--- src/rtl/fetch_stage.sv ---
// Instruction fetch stage: PC, single-outstanding imem request/response handshake,
// one-entry skid buffer for stalled responses, and the IF/ID pipeline register.
module fetch_stage #(
  parameter logic [31:0] RESET_PC  = 32'h0000_0000,
  parameter logic [31:0] NOP_INSTR = 32'h0000_0000
) (
  input  logic        clk,
  input  logic        rst_n,
  input  logic        stall,
  input  logic        redirect,
  input  logic [31:0] redirect_pc,
  output logic        imem_req,
  output logic [31:0] imem_addr,
  input  logic        imem_ready,
  input  logic        imem_rvalid,
  input  logic [31:0] imem_rdata,
  output logic [31:0] ifid_instr,
  output logic [31:0] ifid_pc4,
  output logic        ifid_valid,
  output logic [5:0]  ifid_opcode,
  output logic [5:0]  ifid_func
);

  typedef enum logic [1:0] {StFetch, StWait, StHold, StDrain} state_e;

  state_e      state_q;
  logic [31:0] pc_q;
  logic [31:0] fetch_addr_q;
  logic [31:0] skid_q;
  logic [31:0] instr_q;
  logic [31:0] pc4_q;
  logic        valid_q;
  logic        handshake;
  logic        unused_rpc_bits;

  // Request is masked during reset and while a redirect is being taken.
  assign imem_req  = rst_n && (state_q == StFetch) && !redirect;
  assign imem_addr = pc_q;
  assign handshake = imem_req && imem_ready;

  assign ifid_instr  = instr_q;
  assign ifid_pc4    = pc4_q;
  assign ifid_valid  = valid_q;
  assign ifid_opcode = instr_q[31:26];
  assign ifid_func   = instr_q[5:0];

  assign unused_rpc_bits = ^redirect_pc[1:0];

  always_ff @(posedge clk or negedge rst_n) begin
    if (!rst_n) begin
      state_q      <= StFetch;
      pc_q         <= RESET_PC;
      fetch_addr_q <= 32'h0;
      skid_q       <= 32'h0;
      instr_q      <= NOP_INSTR;
      pc4_q        <= 32'h0;
      valid_q      <= 1'b0;
    end else begin
      // Default when nothing is delivered: bubble unless stalled (pc4 always held).
      if (!stall) begin
        instr_q <= NOP_INSTR;
        valid_q <= 1'b0;
      end

      if (redirect) begin
        instr_q <= NOP_INSTR;
        valid_q <= 1'b0;
        pc_q    <= {redirect_pc[31:2], 2'b00};
        unique case (state_q)
          StFetch: state_q <= StFetch;
          StWait:  state_q <= imem_rvalid ? StFetch : StDrain;
          StHold:  state_q <= StFetch;
          StDrain: state_q <= StDrain;
          default: state_q <= StFetch;
        endcase
      end else begin
        unique case (state_q)
          StFetch: begin
            if (handshake) begin
              fetch_addr_q <= pc_q;
              pc_q         <= pc_q + 32'd4;
              state_q      <= StWait;
            end
          end
          StWait: begin
            if (imem_rvalid) begin
              if (!stall) begin
                instr_q <= imem_rdata;
                pc4_q   <= fetch_addr_q + 32'd4;
                valid_q <= 1'b1;
                state_q <= StFetch;
              end else begin
                skid_q  <= imem_rdata;
                state_q <= StHold;
              end
            end
          end
          StHold: begin
            if (!stall) begin
              instr_q <= skid_q;
              pc4_q   <= fetch_addr_q + 32'd4;
              valid_q <= 1'b1;
              state_q <= StFetch;
            end
          end
          StDrain: begin
            if (imem_rvalid) begin
              state_q <= StFetch;
            end
          end
          default: state_q <= StFetch;
        endcase
      end
    end
  end

endmodule

--- config.mk ---
export PLATFORM = sky130hd
export DESIGN_NAME = fetch_stage
export DESIGN_NICKNAME = d
export VERILOG_FILES = /design/src/rtl/fetch_stage.sv
export SDC_FILE = /design/constraint.sdc
export NUM_CORES = 1
export LEC_CHECK = 0
export ABC_AREA = 1
export BUFFER_PORTS_ARGS = -buffer_cell sky130_fd_sc_hd__buf_2
export CAP_MARGIN = 0
export CORE_ASPECT_RATIO = 1.75
export CORE_MARGIN = 10
export CORE_UTILIZATION = 38
export DETAILED_ROUTE_END_ITERATION = 7
export SYNTH_ARGS = -nofsm -noshare
export SYNTH_HDL_FRONTEND = slang
export SYNTH_SLANG_ARGS = --single-unit
--- constraint.sdc ---
create_clock -name clk -period 4.7 [get_ports clk]
set_input_delay 0.94 -clock clk [delete_from_list [all_inputs] [get_ports clk]]
set_output_delay 0.94 -clock clk [all_outputs]
set_load 0.03 [all_outputs]
==> metrics.txt <==
Worst path max stage delay=0.54 ns; worst skew pair latency=~0.44 ns; most instantiated cells after synthesis=nand2_1 (490), dfrtp_1 (157), o21ai_0 (138); reg2reg end=ifid_pc4[13]; H-tree levels=4; crit path to=imem_req; Worst path top cell family by delay=buffers and inverters; power per cell area=roughly 550 nW/um^2; largest net degree at the start of global routing=69; # IOs=180; Clock Sinks=157; post-synthesis register bit count=around 160; NumNets Final=between 1500 and 2000; slew at the pin closest to its max-slew limit=1.01 ns; Yosys top cell area share=between 40% and 50%; Die W=approximately 140 um; Max Cap Viol=0; WP buf/inv=3; Longest Clk Path Bufs=2; RSZ-0062 raised after global routing=no; number of synthesized flops with an enable pin=0; Seq/Total Area, Yosys=43.5%; CORE AREA=between 20000 and 25000 um^2; CP Data Required Time=3.76 ns; Min-Delay Path Class=in -> async; CP Launch Point=redirect; largest cells by area after synthesis=dfrtp_1 (44%), nand2_1 (20%), o21ai_0 (7.7%); CP cell instances=buf_2 > inv_2 > nand2_1 > nor2_1 > buf_2; Gate Count Post-Synth=1288; Max Fclk=0.311 GHz; post-DP HPWL=21300 um; total number of vias=8621; average wire per cell in the routed design=16.5 um; post-synthesis cell type count=42; cell mode on critical path=buf_2; Routability Congestion=0.906; Die Y=224 um; # setup viols final=0; DRC violations left=0; critical path depth=5; vias in the first global route=8546; num rows=74; clock-pin slew on the worst setup and hold paths=0.06 ns; crit path max fanout=30; Global Route Usage Sum=18.8%; post-layout util=45.3%; Starting Density=38.5%; outcome=finished, final reports clean; critical path arrival=roughly 2.3 ns; Synth area leader=dfrtp_1; ys async rst share=100%; setup_tns=0 ns; total die area=roughly 30000 um^2; slowest stage cell, crit path=buf_2; CTS tree=yes; Layout Skew=roughly 0.013 ns; Slew HR=about a third; Slew Limit Fails=0; Yosys warnings=0; Worst setup SP type=primary input; Resize count post-CTS=0; Post-CTS Hold Fix Bufs=0; Post-CTS Setup Inserts=0; Initial DRC Count=412; IO Port Bufs=173; largest vdd supply drop=285 uV; Worst Setup End Kind=output pin; post-synthesis cell area=roughly 9000 um^2; Root Driver=clkbuf_16; final period utilization=68.4%; grt total ovfl=0; DRT antenna net count=0; Reg2Reg Depth=8; final wirelength=roughly 29000 um; post-DR vias/cell=4.95; fin crit period=3.22 ns; Leak=5.62 nW; first-pass iteration count of the detailed router=5; initial antenna violation count=4; first-pass GRT wire length=45200 um; Top FF cell, synth=dfrtp_1; most frequent cell after synthesis=nand2_1; Final Hold Fails=0; syn_area_per_cell=around 7.0 um^2; area grow syn2layout=17.5%; worst r2r src=state_q[1]; layout cells sized above 1=a little under a fifth; WS Path Type=in -> out; setup slack, reg-to-reg=roughly 2.6 ns; CTS Buf Count=17
cells in the final DEF (no fill, tap or decap), drive strengths merged, types with 5 or more instances in the layout:
cell    netlist  layout
nand2       499     499
buf          40     186
dfrtp       157     157
o21ai       147     147
inv         142     147
nor2        101     101
nand3        47      47
a31oi        34      34
a21oi        19      19
clkbuf       32      17
nand4         9       9
xor2          7       7
a22oi         7       7
nor3          7       7
ha            7       7
o21bai        5       5
xnor2         5       5
o22ai         5       5
clkinv        0       5
routing by layer:
metal | wire length, um | up-vias | global-route usage (%) | share of wire, %
li1 | - | 4335 | - | -
met3 | 1580 | 56 | 4.75 | 5.5
met4 | 1360 | 4 | 10.2 | 4.7
met5 | 27 | - | 0 | 0.094
met2 | 15200 | 224 | 33.6 | 53
met1 | 10600 | 4002 | 19.3 | 37
worst reg2reg max path, cell delays in order (launching register included):
cell,delay (ns)
dfrtp_1,0.40
inv_1,0.10
ha_1,0.21
buf_4,0.29
nand2_1,0.13
nand4_1,0.25
inv_2,0.39
o21ai_0,0.17
o21ai_1,0.14
how the worst min path moves through the flow:
stage | end | cells past startpoint | from
CTS | ifid_instr[8] | 1 | rst_n
floorplan | skid_q[0] | 2 | skid_q[0]
global route | ifid_instr[8] | 1 | rst_n
global placement | ifid_pc4[19] | 2 | ifid_pc4[19]
finish | ifid_instr[8] | 1 | rst_n
detailed placement | ifid_pc4[22] | 2 | ifid_pc4[22]
metrics by stage:
stage	total power [W]	hold slack (ns)	std cells	cell area (um^2)	setup WS [ns]
6_report	0.00586	0.459	1743	10600	1.48
5_1_grt	0.00629	0.484	1741	10600	1.38
4_1_cts	0.00593	0.471	1741	10600	1.44
3_5_place_dp	0.00455	0.461	1709	10000	1.44
3_3_place_gp	0.00450	0.457	1709	10000	1.45
2_1_floorplan	0.00385	0.453	1291	9040	2.09
state kept, by name, indices dropped and copies added, names as in the netlist:
signal,flops
skid_q,32
ifid_pc4,30
fetch_addr_q,30
state_q,2
imem_addr,30
ifid_instr,32
ifid_valid,1
where the power goes:
part | switching, W | total [W] | internal, W
clock network | 0.000620 | 0.00136 | 0.000737
logic | 0.00157 | 0.00226 | 0.000688
registers | 0.000409 | 0.00224 | 0.00183
logic make-up (layout without fill, tap and decap cells):
kind of cell             after synthesis  in the layout  share of synthesized area (%)
AND/OR/NAND/NOR                      672            672                           30.8
AO/OA/AOI/OAI                        225            225                           13.6
buffers and inverters                214            360                           9.84
flip-flops                           157            157                           43.5
XOR/XNOR                              12             12                           1.16
adder cells (fa/ha/maj)                7              7                          0.970
other                                  1              6                         0.0415
cell type report:
cell class	instances	area, um^2
Antenna cell	2	5.00
Inverter	142	533
Clock inverter	15	140
Multi-Input combinational cell	920	4220
Sequential cell	157	3930
Timing Repair Buffer	186	970
Tap cell	304	380
Clock buffer	17	425
Fill cell	2496	12800
(Power assumes the default switching activity.)
